File: src/rtl/axi4_burst_ptgen.sv
// axi4_burst_ptgen: AXI4 burst pattern generator, writes SEED+index bursts and reads them back for comparison.
// Ports: ACLK/ARESET clock and sync active-high reset; INIT_AXI_TXN rising edge starts a run with MODE/SEED;
// M_AXI_AW*/W*/B*/AR*/R* AXI4 master channels; TXN_DONE run complete, ERROR sticky, ERR_CNT saturating,
// BUSY high outside IDLE/DONE.
module axi4_burst_ptgen #(
   parameter int                ADDR_W     = 32,
   parameter int                DATA_W     = 32,
   parameter int                BURST_LEN  = 16,
   parameter int                NUM_BURSTS = 4,
   parameter logic [ADDR_W-1:0] BASE_ADDR  = 32'h4000_0000
) (
   input  logic                ACLK,
   input  logic                ARESET,
   input  logic                INIT_AXI_TXN,
   input  logic [1:0]          MODE,
   input  logic [DATA_W-1:0]   SEED,
   output logic [ADDR_W-1:0]   M_AXI_AWADDR,
   output logic [7:0]          M_AXI_AWLEN,
   output logic [2:0]          M_AXI_AWSIZE,
   output logic [1:0]          M_AXI_AWBURST,
   output logic                M_AXI_AWVALID,
   input  logic                M_AXI_AWREADY,
   output logic [DATA_W-1:0]   M_AXI_WDATA,
   output logic [DATA_W/8-1:0] M_AXI_WSTRB,
   output logic                M_AXI_WLAST,
   output logic                M_AXI_WVALID,
   input  logic                M_AXI_WREADY,
   input  logic [1:0]          M_AXI_BRESP,
   input  logic                M_AXI_BVALID,
   output logic                M_AXI_BREADY,
   output logic [ADDR_W-1:0]   M_AXI_ARADDR,
   output logic [7:0]          M_AXI_ARLEN,
   output logic [2:0]          M_AXI_ARSIZE,
   output logic [1:0]          M_AXI_ARBURST,
   output logic                M_AXI_ARVALID,
   input  logic                M_AXI_ARREADY,
   input  logic [DATA_W-1:0]   M_AXI_RDATA,
   input  logic [1:0]          M_AXI_RRESP,
   input  logic                M_AXI_RLAST,
   input  logic                M_AXI_RVALID,
   output logic                M_AXI_RREADY,
   output logic                TXN_DONE,
   output logic                ERROR,
   output logic [15:0]         ERR_CNT,
   output logic                BUSY
);
   localparam int BYTES = DATA_W / 8;
   localparam logic [ADDR_W-1:0] STRIDE = ADDR_W'(BURST_LEN * BYTES);
   typedef enum logic [2:0] {IDLE, WR_ADDR, WR_DATA, WR_RESP, RD_ADDR, RD_DATA, DONE} state_t;
   state_t state_q, state_d;
   logic [15:0] bcnt_q, bcnt_d, ecnt_q, ecnt_d;
   logic [8:0] beat_q, beat_d;
   logic [1:0] mode_q, mode_d;
   logic [DATA_W-1:0] seed_q, seed_d, pat;
   logic [ADDR_W-1:0] addr;
   logic init_q, awv_q, awv_d, wv_q, wv_d, arv_q, arv_d, err_q, err_d;
   logic last_beat, last_burst, start, ev;
   assign last_beat  = beat_q == 9'(BURST_LEN - 1);
   assign last_burst = bcnt_q == 16'(NUM_BURSTS - 1);
   assign start      = INIT_AXI_TXN && !init_q && (state_q == IDLE || state_q == DONE);
   assign pat        = seed_q + DATA_W'(bcnt_q) * DATA_W'(BURST_LEN) + DATA_W'(beat_q);
   assign addr       = BASE_ADDR + ADDR_W'(bcnt_q) * STRIDE;
   assign M_AXI_AWADDR  = addr;
   assign M_AXI_ARADDR  = addr;
   assign M_AXI_AWLEN   = 8'(BURST_LEN - 1);
   assign M_AXI_ARLEN   = 8'(BURST_LEN - 1);
   assign M_AXI_AWSIZE  = 3'($clog2(BYTES));
   assign M_AXI_ARSIZE  = 3'($clog2(BYTES));
   assign M_AXI_AWBURST = 2'b01;
   assign M_AXI_ARBURST = 2'b01;
   assign M_AXI_AWVALID = awv_q;
   assign M_AXI_WVALID  = wv_q;
   assign M_AXI_ARVALID = arv_q;
   assign M_AXI_WDATA   = pat;
   assign M_AXI_WSTRB   = '1;
   assign M_AXI_WLAST   = state_q == WR_DATA && last_beat;
   assign M_AXI_BREADY  = state_q == WR_RESP;
   assign M_AXI_RREADY  = state_q == RD_DATA;
   assign TXN_DONE      = state_q == DONE;
   assign BUSY          = !(state_q == IDLE || state_q == DONE);
   assign ERROR         = err_q;
   assign ERR_CNT       = ecnt_q;
   always_comb begin
      state_d = state_q;
      bcnt_d  = bcnt_q;
      beat_d  = beat_q;
      mode_d  = mode_q;
      seed_d  = seed_q;
      awv_d   = awv_q;
      wv_d    = wv_q;
      arv_d   = arv_q;
      err_d   = err_q;
      ecnt_d  = ecnt_q;
      ev      = 1'b0;
      case (state_q)
         IDLE, DONE: if (start) begin
            mode_d  = MODE;
            seed_d  = SEED;
            bcnt_d  = '0;
            beat_d  = '0;
            err_d   = 1'b0;
            ecnt_d  = '0;
            state_d = MODE == 2'd2 ? RD_ADDR : WR_ADDR;
         end
         // VALIDs are registered, so they rise the cycle after the state is entered
         WR_ADDR: if (!awv_q) awv_d = 1'b1;
            else if (M_AXI_AWREADY) begin
               awv_d   = 1'b0;
               state_d = WR_DATA;
            end
         WR_DATA: if (!wv_q) wv_d = 1'b1;
            else if (M_AXI_WREADY) begin
               beat_d  = last_beat ? '0 : beat_q + 9'd1;
               wv_d    = !last_beat;
               state_d = last_beat ? WR_RESP : WR_DATA;
            end
         WR_RESP: if (M_AXI_BVALID) begin
            ev      = M_AXI_BRESP != 2'b00;
            bcnt_d  = last_burst ? '0 : bcnt_q + 16'd1;
            state_d = !last_burst ? WR_ADDR : mode_q == 2'd1 ? DONE : RD_ADDR;
         end
         RD_ADDR: if (!arv_q) arv_d = 1'b1;
            else if (M_AXI_ARREADY) begin
               arv_d   = 1'b0;
               state_d = RD_DATA;
            end
         // the burst ends on the beat count, never on RLAST, so a bad RLAST cannot truncate the run
         RD_DATA: if (M_AXI_RVALID) begin
            ev      = M_AXI_RRESP != 2'b00 || M_AXI_RDATA != pat || M_AXI_RLAST != last_beat;
            beat_d  = last_beat ? '0 : beat_q + 9'd1;
            bcnt_d  = last_beat ? bcnt_q + 16'd1 : bcnt_q;
            state_d = !last_beat ? RD_DATA : last_burst ? DONE : RD_ADDR;
         end
         default: state_d = IDLE;
      endcase
      if (ev) begin
         err_d  = 1'b1;
         ecnt_d = ecnt_q == 16'hFFFF ? ecnt_q : ecnt_q + 16'd1;
      end
   end
   always_ff @(posedge ACLK) begin
      if (ARESET) begin
         state_q <= IDLE;
         bcnt_q  <= '0;
         beat_q  <= '0;
         mode_q  <= '0;
         seed_q  <= '0;
         init_q  <= 1'b1;
         awv_q   <= 1'b0;
         wv_q    <= 1'b0;
         arv_q   <= 1'b0;
         err_q   <= 1'b0;
         ecnt_q  <= '0;
      end else begin
         state_q <= state_d;
         bcnt_q  <= bcnt_d;
         beat_q  <= beat_d;
         mode_q  <= mode_d;
         seed_q  <= seed_d;
         init_q  <= INIT_AXI_TXN;
         awv_q   <= awv_d;
         wv_q    <= wv_d;
         arv_q   <= arv_d;
         err_q   <= err_d;
         ecnt_q  <= ecnt_d;
      end
   end
endmodule

File: config.mk
export PLATFORM = sky130hd
export DESIGN_NAME = axi4_burst_ptgen
export DESIGN_NICKNAME = d
export VERILOG_FILES = /design/src/rtl/axi4_burst_ptgen.sv
export SDC_FILE = /design/constraint.sdc
export NUM_CORES = 1
export LEC_CHECK = 0
export ABC_CLOCK_PERIOD_IN_PS = 6100
export CELL_PAD_IN_SITES_DETAIL_PLACEMENT = 2
export CELL_PAD_IN_SITES_GLOBAL_PLACEMENT = 2
export CORE_MARGIN = 3
export CORE_UTILIZATION = 29
export DETAILED_ROUTE_END_ITERATION = 8
export PLACE_DENSITY = 0.95
export SLEW_MARGIN = 20
export SYNTH_ARGS = -nofsm -noshare
export SYNTH_HDL_FRONTEND = slang
export SYNTH_SLANG_ARGS = --single-unit
File: constraint.sdc
create_clock -name ACLK -period 6.1 [get_ports ACLK]
set_clock_uncertainty 0.15 [all_clocks]
set_input_delay 0.61 -clock ACLK [delete_from_list [all_inputs] [get_ports ACLK]]
set_output_delay 0.61 -clock ACLK [all_outputs]
set_load 0.02 [all_outputs]
==> qor.csv <==
stage,metric,value,unit
place,hpwlAfterDp,23300,um
global_route,busiest_layer,met2,
hold_path,min_to,seed_q[4],
yosys,synth_seq_cells,83,
setup_path,ff2ff_path_depth,13,
global_route,antenna_found_initial,4,
sta,hold_ws,0.317,ns
power_and_ir_drop,power.internal,1160,uW
power_and_ir_drop,leakage,0.00361,uW
clock_tree,clockRootBuffer,clkbuf_16,
drt,drt-wirelength-per-cell,21.0,um
yosys,synth.yosys.seq_area_share,0.225,
drt,drt_iter0_drc,358,
global_route,grt_max_degree,55,
layout,antenna_cells,0,
hold_path,worstHoldStart,seed_q[4],
sta,finalCriticalPeriod,5.32,ns
global_route,grt_use_met3,0.0509,
clock_tree,cts_buffer_depth,2,
place,dp_slack,0.882,ns
power_and_ir_drop,cellPowerDensity,208,mW/mm2
global_route,global_route.usage.met2,0.360,
yosys,netlist_instances,959,
power_and_ir_drop,p_sw,753,uW
layout,fin_util,0.373,
die,core,0.0247,mm2
setup_path,start_kind,flop,
yosys,ys_types,85,
clock_tree,clk_latency,0.35,ns
setup_path,cp.required,6.19,ns
die,die-area,0.0274,mm2
hold_path,min_path_type,flop to flop,
clock_tree,cts_made_buffers,9,
drt,route.detailed.drc,0,
yosys,synthArstFlopShare,0,
place,place_congestion,0.920,
setup_path,r2r-start,bcnt_q[4],
drt,dr.pass1.iters,5,
layout,drive_gt1_frac,0.0445,
drt,ant_nets,0,
power_and_ir_drop,pwr-share-clk,0.275,
yosys,syn_avg_cell_area,7.70,um2
power_and_ir_drop,netSwitchingFraction,0.394,
sta,finalMaxSlewViolations,0,
hold_path,min_path_cells,2,
yosys,yosys_warnings,0,
job,maxCapViolations,0,
sta,setup_viol,0,
die,start_util,0.299,
yosys,synth_edf_count,0,
die,fp.dieW,166,um
sta,worst_slack,0.781,ns
setup_path,crit_fanout,19,
die,io_pins,230,
setup_path,r2r_setup_slack,0.78,ns
yosys,ys.flop_type,dfxtp_1,
outcome,status,finished clean,
drt,wirelength,29400,um
setup_path,critPathCaptureType,flop,
sta,rsz0062_at_grt,no,
drt,vias_per_cell,5.34,
global_route,grt_remaining_overflow,0,
clock_tree,clk_pin_slew_worst_paths,0.07,ns
die,row_count,57,
global_route,grt_usage,0.214,
global_route,grt_first_pass_wirelength,45800,um
setup_path,crit_type,flop to flop,
layout,syn_to_final_growth,24.7,%
sta,relSlewSlack,0.415,
power_and_ir_drop,p_comb_frac,0.386,
sta,post-route-period-util,0.872,
sta,tightestPinTransition,0.878,ns
clock_tree,cts_resized,0,
setup_path,timing.rr.end,ERR_CNT[11],
clock_tree,cts-htree-levels,3,
die,fp.dieH,166,um
setup_path,crit_arrival,5.41,ns
clock_tree,ctsHoldBuffers,0,
global_route,grt_use_met1,0.276,
drt,vias,7492,
power_and_ir_drop,seq_power_share,0.339,
clock_tree,cts.sinks,83,
layout,nNetsFinal,1198,
place,port_buffers,167,
power_and_ir_drop,ir_worst_vdd,0.207,mV
sta,setup_tns,0,ns
sta,hold_viol_final,0,
clock_tree,cts_tree,built,
yosys,synthesis.area,0.00738,mm2
sta,fmax,0.188,GHz
clock_tree,cts_setup_buffers,0,
global_route,grt_pass1_vias,8128,
## cell usage in the layout, fill, tap and decap left out, types with 7 or more instances in the layout
cell type        count
o211ai_1             7
conb_1              62
or3_1               19
nor4_1              14
nand4_1             16
xor2_1              24
nand3b_1            13
dfxtp_1             83
xnor2_1             33
ha_1                38
nor2b_1             10
nand2b_1             7
nor3_1              17
and3_1              19
a21oi_1             86
nand2_1            127
nand3_1             27
clkdlybuf4s50_1    166
o21ai_0             35
clkbuf_16            9
xnor3_1              8
nor2_1              65
and2_1               9
mux2i_1             12
inv_1               26
a21o_1              10
## registers in the layout, summed over array words and instances, names as in the netlist
name and cells:
beat_q 9, ERROR 1, init_q 1, state_q 3, bcnt_q 16, M_AXI_WVALID 1
ERR_CNT 16, mode_q 2, M_AXI_AWVALID 1, M_AXI_ARVALID 1, seed_q 32
## cell families after synthesis
family,after synthesis,synth area share
AOI/OAI and AO/OA,218,0.197
other,2,0.00102
adders and majority gates,45,0.0820
buffers and inverters,152,0.120
xor gates and xnor gates,66,0.0953
DFF,83,0.225
muxes,12,0.0163
and+or+nand+nor,381,0.264
## worst max-delay path by stage
stage                       end  slack [ns]      start  depth (start not counted)
finish              ERR_CNT[11]        0.78  bcnt_q[4]                         13
global route        ERR_CNT[11]        0.38  bcnt_q[3]                         13
CTS                 ERR_CNT[11]        0.80  bcnt_q[4]                         13
detailed placement  ERR_CNT[11]        0.88  bcnt_q[4]                         13
global placement     ERR_CNT[5]        1.12  bcnt_q[0]                         15
floorplan            ERR_CNT[5]        1.20  bcnt_q[0]                         15
## final cells by class
class	instances	area, um2
clock buffer	10	239
timing repair buffer	171	1700
clock inverter	5	30.0
fill	2893	15500
tap	324	405
sequential	83	1660
multi-input combinational	784	5070
inverter	26	97.6
## power groups by stage
stage	Sequential, uW	Clock (uW)	Combinational (uW)
floorplan	629	0	508
global placement	654	0	706
detailed placement	659	0	736
CTS	648	535	744
global route	656	561	814
finish	648	525	738
## cell usage after synthesis, types with 6 or more instances
cell         n  share of area
and2_1       9         0.0076
inv_1       26          0.013
or3_1       19          0.016
o21ai_0     35          0.024
clkbuf_1    34          0.017
nand2b_1     8         0.0068
o2111ai_1    6         0.0071
nand3b_1    13          0.013
xor2_1      24          0.028
buf_2       10         0.0068
and4_1       6         0.0071
mux2i_1     12          0.016
o21a_1       6         0.0061
a21o_1      10          0.010
nor3_1      17          0.012
nand2_1    127          0.065
nor2b_1     11         0.0093
nor4_1      14          0.012
buf_4       80          0.081
and3_1      19          0.016
a211oi_1     6         0.0061
ha_1        38          0.064
o22ai_1      6         0.0051
xnor3_1      8          0.024
o211ai_1     7         0.0071
a21oi_1     86          0.058
nor2_1      65          0.033
nand4_1     16          0.014
nor3b_1      6         0.0061
dfxtp_1     83           0.23
fa_1         6          0.016
xnor2_1     33          0.039
nand3_1     27          0.018
## worst max-delay path, stage by stage, from the launching register on
cell       delay, ns
dfxtp_1         0.54
fa_1            0.48
ha_1            0.61
nand4_1         0.27
or2_1           0.32
a2111oi_2       0.48
a211oi_4        0.16
nand4b_1        0.35
or3_1           0.42
o2111ai_1       0.16
nor4_4          0.07
a21oi_2         0.69
a2111oi_0       0.25
a31o_1          0.24
## per-stage QoR
| stage | cells | instance area [um2] | total power, uW |
|---|---|---|---|
| finish | 1403 | 9200 | 1910 |
| global route | 1403 | 9200 | 2030 |
| CTS | 1403 | 9200 | 1930 |
| detailed placement | 1388 | 8930 | 1400 |
| global placement | 1388 | 8930 | 1360 |
| floorplan | 1019 | 7610 | 1140 |
## per-layer routing
layer  share of wire  wire [um]
met1            0.44      13000
met2            0.48      14000
met3           0.060       1780
met4           0.021        631
met5          0.0015         43
Power figures use the tool's default switching activity.
